## src/rtl/serial_adder_nbit.sv

```systemverilog
// Bit-serial adder/subtractor: latches two WIDTH-bit operands on START and
// resolves one bit per clock through a single full-adder cell and carry flop.
module serial_adder_nbit #(
  parameter int unsigned WIDTH = 8
) (
  input  logic             CLOCK_50,
  input  logic             RESET,
  input  logic             START,
  input  logic             SUB,
  input  logic             CIN,
  input  logic [WIDTH-1:0] A,
  input  logic [WIDTH-1:0] B,
  output logic [WIDTH-1:0] SUM,
  output logic             COUT,
  output logic             BUSY,
  output logic             DONE
);

  localparam int unsigned CW = (WIDTH > 1) ? $clog2(WIDTH) : 1;
  localparam logic [CW-1:0] LAST = CW'(WIDTH - 1);

  typedef enum logic [1:0] {
    IDLE = 2'd0,
    ADD  = 2'd1,
    FIN  = 2'd2
  } state_t;

  state_t           state_q, state_d;
  logic [WIDTH-1:0] a_q, a_d;
  logic [WIDTH-1:0] b_q, b_d;
  logic [WIDTH-1:0] acc_q, acc_d;
  logic [CW-1:0]    cnt_q, cnt_d;
  logic             c_q, c_d;
  logic [WIDTH-1:0] sum_q, sum_d;
  logic             cout_q, cout_d;
  logic             busy_q, busy_d;
  logic             done_q, done_d;
  logic             bit_s;
  logic             bit_c;

  // Single full-adder cell on the low operand bits and the carry flop
  always_comb begin
    bit_s = a_q[0] ^ b_q[0] ^ c_q;
    bit_c = (a_q[0] & b_q[0]) | (a_q[0] & c_q) | (b_q[0] & c_q);
  end

  // Next-state and datapath update
  always_comb begin
    state_d = state_q;
    a_d     = a_q;
    b_d     = b_q;
    acc_d   = acc_q;
    cnt_d   = cnt_q;
    c_d     = c_q;
    sum_d   = sum_q;
    cout_d  = cout_q;
    busy_d  = busy_q;
    done_d  = 1'b0;

    case (state_q)
      IDLE: begin
        busy_d = 1'b0;
        if (START) begin
          a_d     = A;
          b_d     = SUB ? ~B : B;
          c_d     = SUB ? 1'b1 : CIN;
          cnt_d   = '0;
          busy_d  = 1'b1;
          state_d = ADD;
        end
      end
      ADD: begin
        busy_d = 1'b1;
        c_d    = bit_c;
        acc_d  = (acc_q >> 1) | (WIDTH'(bit_s) << (WIDTH - 1));
        a_d    = a_q >> 1;
        b_d    = b_q >> 1;
        cnt_d  = cnt_q + CW'(1);
        if (cnt_q == LAST) begin
          sum_d   = acc_d;
          cout_d  = bit_c;
          done_d  = 1'b1;
          state_d = FIN;
        end
      end
      FIN: begin
        busy_d  = 1'b0;
        state_d = IDLE;
      end
      default: begin
        busy_d  = 1'b0;
        state_d = IDLE;
      end
    endcase
  end

  // State and output registers; reset aborts any operation in flight
  always_ff @(posedge CLOCK_50) begin
    if (RESET) begin
      state_q <= IDLE;
      a_q     <= '0;
      b_q     <= '0;
      acc_q   <= '0;
      cnt_q   <= '0;
      c_q     <= 1'b0;
      sum_q   <= '0;
      cout_q  <= 1'b0;
      busy_q  <= 1'b0;
      done_q  <= 1'b0;
    end else begin
      state_q <= state_d;
      a_q     <= a_d;
      b_q     <= b_d;
      acc_q   <= acc_d;
      cnt_q   <= cnt_d;
      c_q     <= c_d;
      sum_q   <= sum_d;
      cout_q  <= cout_d;
      busy_q  <= busy_d;
      done_q  <= done_d;
    end
  end

  assign SUM  = sum_q;
  assign COUT = cout_q;
  assign BUSY = busy_q;
  assign DONE = done_q;

endmodule

```

## config.mk

```make
export PLATFORM = sky130hd
export DESIGN_NAME = serial_adder_nbit
export DESIGN_NICKNAME = d
export VERILOG_FILES = /design/src/rtl/serial_adder_nbit.sv
export SDC_FILE = /design/constraint.sdc
export NUM_CORES = 1
export LEC_CHECK = 0
export CELL_PAD_IN_SITES_DETAIL_PLACEMENT = 0
export CELL_PAD_IN_SITES_GLOBAL_PLACEMENT = 1
export CORE_UTILIZATION = 41
export DETAILED_ROUTE_END_ITERATION = 10
export HOLD_SLACK_MARGIN = 0.03
export MAX_ROUTING_LAYER = met4
export PLACE_DENSITY_LB_ADDON = 0.12
export SLEW_MARGIN = 20
export SYNTH_ARGS = -nofsm -noshare
export SYNTH_HDL_FRONTEND = slang
export SYNTH_SLANG_ARGS = --single-unit
export TNS_END_PERCENT = 5
```

## constraint.sdc

```tcl
create_clock -name CLOCK_50 -period 2.74 [get_ports CLOCK_50]
set_clock_uncertainty 0.15 [all_clocks]
set_input_delay 0.685 -clock CLOCK_50 [delete_from_list [all_inputs] [get_ports CLOCK_50]]
set_output_delay 0.685 -clock CLOCK_50 [all_outputs]
set_load 0.05 [all_outputs]
```

# After elaboration in Yosys (flattened, before gate mapping)
# Index checks and enable logic that the tools add are counted.
# totals
ff_bits	41
inputBits	21
mem_count	0
output_inout_bits	11
latch_bits	0
rom_bits	0
wordCells	47
ram_bits	0
# classes
bitwise	10
shift	0
mux	16
n_reduce_logical	6
order_cmp	0
n_addsub	1
mul	0
n_eq_ne	4
n_div	0
# op_table
op	count
$pmux 8 s2	2
$mux 8	3
$not 8->8	1
$or 7x8->8	1
$pmux 3 s2	1
$reduce_and 2->1	3
$mux 1	4
$mux 2	2
$ne 2x2->1 const B	2
$pmux 1 s2	2
$pmux 2 s2	1
$add 3x1->3 const B	1
$and 1x1->1	3
$eq 3x3->1 const B	1
$mux 3	1
$eq 2x1->1 const B	1
$logic_not 2->1	1
$or 1x1->1	2
$reduce_bool 2->1	1
$reduce_or 2->1	1
$xor 1x1->1	2
$not 1->1	1

# Longest topological paths before layout
# Gate-level depths: netlist of the first run.
# logic_depth
ltp_word	4
mapped_depth	6
depth_no_buf	5

# Worst setup path before layout of the first run
# Ideal clock, no wire load.
# synth_path
kind	input to register
startpoint	in START
endpoint	reg a_q[5]
t_required_ns	2.457
setup_time_ns	0.133
arrival_ns	1.336
n_path_buf	1
path_stages	4
slack_ns	1.121
cell_sequence	buf_4 or3b_1 a21oi_1 nor3_1
# synth_via
elab_chain_len	2
# synth_rtl
element	line	rtl
from (decl)	8	input logic START,
$ne 2x2->1 (no source line)	n/a	
$reduce_and 2->1 (no source line)	n/a	
to (signal assigned)	101	a_q <= '0;
to (signal assigned)	112	a_q <= a_d;
to (decl)	29	logic [WIDTH-1:0] a_q, a_d;
# No other way between the ends.
# A chain may end at the register's enable or synchronous reset.

# Worst setup path in the final report of the first run
# layout_path
startpoint	reg sum_q[5], in the netlist SUM[5]
endpoint	out SUM[5]
# layout_rtl
element	line	rtl
from (decl)	34	logic [WIDTH-1:0] sum_q, sum_d;
from (signal assigned)	117	sum_q <= sum_d;
to (decl)	13	output logic [WIDTH-1:0] SUM,
# No word-level cell between the ends.

==> out/results.ini, run 1 <==
[drt]
firstDrtPassIters=4
routedWlPerCell_um=12.83
routed_wl_um=3477
drc=0
vias_per_cell=5.070
vias=1374
drt-initial-drc-count=101
ant_nets=0

[yosys]
synth_cells=197
synth.net_count=221
synth_ff_type=dfxtp_1
syn_area_per_cell_sq_um=8.816
synth_cell_type_count=31
yosysWarnings=0
yosysSeqAreaShare_pct=46.11
syn-cell-area_sq_mm=0.001737
async_reset_ff_share_pct=0
synth_seq_cells=40
synth_edf_count=0

[place]
dpl-instance-area_sq_mm=0.002017
dp_hpwl_um=2341
dp_cells=264
place_congestion=0.7359
port_buffers=31

[global_routing]
grt_start_max_net_pins=28
grt_util_all_layers_pct=18.62
antenna_found_initial=0
grt_pass1_vias=1278
grt_pass1_wl_um=5975
grt-ovfl-total=0

[sta]
max_slew_margin_pct=54.68
maxSlewViolCount=0
rsz0062_at_grt=false
setup_viol=0
max_freq_ghz=0.4436
tns_ns=0
finalHoldViolCount=0
tightest_slew_ns=0.6789
finalCritPeriodShare_pct=82.28
period_minus_slack_ns=2.254

[worst_setup_path]
critPathLaunchType=register
crit_type=reg -> out
critical_path.top_delay_family=buffers and inverters
slowest_delay_ns=0.80
critical_path.slowest_cell=clkdlybuf4s50_1
critPathMaxFanout=2
end_kind=primary output
cp_cell_sequence=clkdlybuf4s50_1
critPathBufInv=1
critPathRequiredTime_ns=1.90
worstPathArrival_ns=1.42

[pwr]
p_int_mw=1.039
power.density_mw_per_mm2=618.6
power_frac_comb_pct=10.6
ir_worst_vdd_uv=323.7
p_clk_share_pct=42.0
p_leak_nw=0.7626
seqPwrFrac_pct=47.4
netSwitchingFraction_pct=21.74
p_sw_mw=0.2886

[final_layout]
n_fill_cell=381
diodes=0
final_design_area_no_fill_sq_mm=0.002146
layout.nets=245
areaGrowthSynthToFinish_pct=23.56
final_layout_size_suffix_gt1_share_pct=7.692
fin_util_pct=53.26
register_area_sq_um=800.8
fin_cells=271
multiInputGateArea_sq_um=802.0

[floorplan]
die_area_sq_mm=0.004500
initial_utilization_pct=43.11
row_count=23
num_io_pins=32
die_h_um=67.08
dieWidth_um=67.08
core_sq_mm=0.004029

[cts]
root_buffer=clkbuf_8
tritoncts=built
hold_buffers=0
cts_setup_buffers=0
path_clk_slew_ns=0.08
insertion_delay_ns=0.29
cts-resized-gates=0
cts_buffer_depth=2
numCtsBuffers=5
cts_sinks=40
htreeDepth=2

[hold_path]
hold_path_class=reg -> reg

[job]
maxCapViolCount=0

[outcome]
status=complete, no violations

cells by family after synthesis:
logic type / Yosys count / synth area share [%]
AND/OR/NAND/NOR: 72 / 19.81
XOR/XNOR: 8 / 4.035
flip-flops: 40 / 46.11
AO/OA/AOI/OAI: 53 / 19.74
adder cells (fa/ha/maj): 3 / 2.593
buffers and inverters: 21 / 7.708
worst reg2reg max path: stages (launching register included):
cell	delay, ns
dfxtp_1	0.39
ha_1	0.18
ha_1	0.42
nand3b_1	0.43
nand2_1	0.18
a21oi_1	0.08
routing by layer:
| layer | vias up | GRT usage, % | part of all wire (%) |
|---|---|---|---|
| met5 | - | - | 0 |
| met4 | 0 | 8.777 | 1.4 |
| met3 | 4 | 4.110 | 3.4 |
| met2 | 26 | 29.13 | 47 |
| met1 | 619 | 22.55 | 49 |
| li1 | 725 | - | - |
placed cells by master (no fill, tap or decap):
master / Yosys / final
nand2b_1: 6 / 6
o22ai_1: 8 / 8
a211oi_1: 1 / 1
nor2_1: 17 / 17
xor2_1: 1 / 1
a22oi_1: 11 / 11
buf_4: 6 / 4
o21ba_2: 1 / 1
and2b_1: 1 / 1
a21oi_1: 25 / 25
xnor2_1: 7 / 7
nand3_1: 9 / 9
o21ai_0: 1 / 1
inv_1: 3 / 3
or3b_1: 5 / 5
clkbuf_8: 0 / 5
clkdlybuf4s50_1: 0 / 31
a221oi_1: 1 / 1
nor3_1: 5 / 5
fa_1: 1 / 1
o31ai_1: 1 / 1
o21bai_2: 1 / 1
a211oi_2: 1 / 1
nor2b_2: 1 / 1
ha_1: 2 / 2
dfxtp_1: 40 / 40
nand3b_1: 2 / 2
o221a_2: 2 / 2
nand2_1: 26 / 26
bufinv_16: 0 / 2
synthesized netlist by cell type, drive strengths merged, types with 2 or more instances:
cell type,number,share of area (%)
o221a,2,1.3
inv,3,0.65
nor2,17,3.7
nand3,9,2.6
a21oi,25,7.2
nand2b,6,2.2
a22oi,11,4.8
a211oi,2,1.2
dfxtp,40,46
or3b,5,2.5
buf,11,5.5
ha,2,1.4
o22ai,8,2.9
clkbuf,7,1.6
nand3b,2,0.86
nand2,26,5.6
xnor2,7,3.5
nor3,5,1.4
power by group through the flow:
stage / Sequential (mW) / Combinational [mW] / Clock [mW]
2_1_floorplan: 0.636 / 0.103 / 0
3_5_place_dp: 0.642 / 0.142 / 0
5_1_grt: 0.632 / 0.157 / 0.600
4_1_cts: 0.629 / 0.143 / 0.571
3_3_place_gp: 0.641 / 0.137 / 0
6_report: 0.629 / 0.141 / 0.558
state kept, by name, summed over array words and instances, names as in the netlist:
signal	cells
BUSY	1
COUT	1
DONE	1
SUM	8
a_q	8
acc_q	7
b_q	8
c_q	1
cnt_q	3
state_q	2
cell type report:
cell class                 instances  area share, %
inverter                           3         0.5248
tap                               50          2.915
timing repair buffer              35          15.86
multi-input combinational        136          37.38
clock buffer                       5          3.207
sequential                        40          37.32
clock inverter                     2          2.799
metrics by stage:
step	hold slack [ns]	setup WS (ns)	power, mW
after CTS	0.3086	0.4677	1.343
after detailed placement	0.2970	0.3471	0.7837
after floorplan	0.2866	1.121	0.7388
after global routing	0.3220	0.4206	1.390
final	0.3045	0.4855	1.327
after global placement	0.2931	0.4702	0.7776
worst paths after layout:
path                         startpoint                  end  slack (ns)  cells after the start
setup / recovery    SUM[5]$_SDFFE_PP0P_               SUM[5]        0.49                      1
setup reg to reg  cnt_q[0]$_SDFFE_PP0P_  SUM[1]$_SDFFE_PP0P_        0.81                      5
hold / removal      SUM[7]$_SDFFE_PP0P_  SUM[7]$_SDFFE_PP0P_        0.30                      2
hold reg to reg     SUM[7]$_SDFFE_PP0P_  SUM[7]$_SDFFE_PP0P_        0.30                      2
Note: power is estimated with default switching activity, not from simulation.
==> run 2: changes to the inputs <==
- CORE_UTILIZATION: 41 -> 38
- clock period: 2.74 -> 2.28 ns (I/O delays scaled with it)
==> run 2 against run 1 <==
Die area increased by 7.7%. Cell area is 0.18% lower. Hold slack improved by 0.0013 ns. Total power rose by 3.7%. Critical path depth unchanged. Routed wire length up 1.4%. Sequential power is 20% higher. Register-to-register slack worse by 0.31 ns. First-iteration DRC count shrank 42%. Utilization is 4.4 points lower. Final cell count is 3.0% higher. Via count rose by 4.0%. Critical path type unchanged. Highest routed layer unchanged.
==> out/results.ini, run 2 (synthesized netlist as in run 1, its figures left out) <==
[outcome]
status=complete, no violations

[hold_path]
min-delay-start=SUM[0]$_SDFFE_PP0P_
holdPathEnd=SUM[0]$_SDFFE_PP0P_
hold_path_class=reg -> reg
hold_depth=2  ; unchanged

[pwr]
netSwitchingFraction_pct=25.14  ; +3.4 points
p_sw_mw=0.3461  ; +20%
power.density_mw_per_mm2=642.7  ; +3.9%
ir_worst_vdd_uv=259.0  ; -20%
p_leak_nw=0.7700  ; +0.97%
p_clk_share_pct=32.5  ; -9.5 points
p_int_mw=1.031  ; -0.78%
power_frac_comb_pct=12.6  ; +2.0 points
p_total_mw=1.377  ; +3.7%
seqPwrFrac_pct=54.9  ; +7.5 points

[worst_setup_path]
critPathRequiredTime_ns=1.56  ; -0.34 ns
end_kind=primary output
critPathBufInv=1  ; unchanged
timing.reg2reg.setup_slack_ns=0.50  ; -0.31 ns
crit_type=reg -> out
critPathLaunchType=register
critPathMaxFanout=2  ; unchanged
rr_worst_depth=2  ; -3
critical_path.slowest_cell=clkdlybuf4s50_1
r2r_start=state_q[0]$_SDFFE_PP0P_
worstPathArrival_ns=1.43  ; about the same
slowest_delay_ns=0.81  ; about the same
cp_cell_sequence=clkdlybuf4s50_1
critical_path.top_delay_family=buffers and inverters
r2r-end=a_q[1]$_SDFFE_PP0P_

[floorplan]
num_io_pins=32  ; unchanged
row_count=24  ; +4.3%
dieWidth_um=69.61  ; +3.8%
initial_utilization_pct=39.61  ; -3.5 points
die_h_um=69.61  ; +3.8%
die_area_sq_mm=0.004845  ; +7.7%
core_sq_mm=0.004384  ; +8.8%

[place]
port_buffers=31  ; unchanged
dp_cells=272  ; +3.0%
dp_hpwl_um=2441  ; +4.3%
preCtsSetupSlack_ns=0.1857  ; -0.1614 ns
place_congestion=0.7171  ; -2.6%

[drt]
firstDrtPassIters=4  ; unchanged
ant_nets=0  ; unchanged
routedWlPerCell_um=12.63  ; -1.6%
vias=1429  ; +4.0%
routed_wl_um=3524  ; +1.4%
drt-initial-drc-count=59  ; -42%
vias_per_cell=5.122  ; +1.0%
drc=0  ; unchanged

[global_routing]
grt_util_all_layers_pct=16.79  ; -1.8 points
grt-ovfl-total=0  ; unchanged
grt_pass1_vias=1408  ; +10%
antenna_found_initial=0  ; unchanged
grt_start_max_net_pins=22  ; -21%
grt_pass1_wl_um=6299  ; +5.4%

[cts]
numCtsBuffers=5  ; unchanged
cts-resized-gates=0  ; unchanged
path_clk_slew_ns=0.08  ; about the same
insertion_delay_ns=0.29  ; about the same
cts_setup_buffers=0  ; unchanged
cts_sinks=40  ; unchanged
root_buffer=clkbuf_8
cts_buffer_depth=2  ; unchanged
htreeDepth=2  ; unchanged
hold_buffers=0  ; unchanged
tritoncts=built

[final_layout]
layout.nets=251  ; +2.4%
layout_common_cells=dfxtp_1, clkdlybuf4s50_1, nand2_1
areaGrowthSynthToFinish_pct=23.34
diodes=0  ; unchanged
fin_cells=279  ; +3.0%
final_layout_size_suffix_gt1_share_pct=9.692  ; +2.0 points
mostFrequentLayoutCell=dfxtp_1

[sta]
tightest_slew_ns=0.6872  ; +0.008283 ns
period_minus_slack_ns=2.149
rsz0062_at_grt=false
max_slew_margin_pct=54.12  ; -0.55 points
worst_slack_ns=0.1307  ; -0.3548 ns
setup_viol=0  ; unchanged
maxSlewViolCount=0  ; unchanged
whs_ns=0.3058  ; +0.001263 ns
finalHoldViolCount=0  ; unchanged
finalCritPeriodShare_pct=94.27
tns_ns=0  ; unchanged
max_freq_ghz=0.4653

[job]
maxCapViolCount=0  ; unchanged

==> run 2: changes by cell type in the layout (fill, tap and decap cells not counted), sizes merged <==
| cell | change |
|---|---|
| buf | +6 |
| bufinv | -2 |
| clkbuf | +1 |
| clkinv | +1 |
==> run 2: worst max path at each step <==
stage,slack [ns],cells past startpoint,end,start
floorplan,0.78,4,a_q[5]$_SDFFE_PP0P_,START
global placement,0.24,4,a_q[2]$_SDFFE_PP0P_,START
detailed placement,0.19,4,a_q[3]$_SDFFE_PP0P_,START
CTS,0.12,1,SUM[2],SUM[2]$_SDFFE_PP0P_
global route,0.07,1,COUT,COUT$_SDFFE_PP0P_
finish,0.13,1,COUT,COUT$_SDFFE_PP0P_
==> run 2: area by class of cell <==
cell class              instances  area [sq um]
flip-flops and latches         40         800.8
well taps                      52         65.06
clock buffers                   6         72.57
repair buffers                 41         385.4
multi-input cells             136         802.0
clock inverters                 1         5.005
fillers                       432          2242
inverters                       3         11.26
==> run 2: power by group through the flow <==
stage,clock network [mW],registers (mW),logic (mW)
2_1_floorplan,0,0.764,0.123
3_5_place_dp,0,0.771,0.175
5_1_grt,0.494,0.760,0.195
4_1_cts,0.461,0.755,0.176
3_3_place_gp,0,0.770,0.172
6_report,0.448,0.755,0.173
==> run 2: per-stage QoR <==
stage                     utilization, %  instance area, sq um
after floorplan                        -                  1737
after global placement             47.09                  2064
after detailed placement           47.09                  2064
after CTS                          48.86                  2142
after global routing               48.86                  2142
final                              48.86                  2142
==> run 2: per-layer routing <==
layer	track usage, %	vias up	share of wire [%]
li1	-	737	-
met1	19.98	653	47
met2	26.65	31	47
met3	6.105	8	4.7
met4	4.762	0	1.7
met5	-	-	0
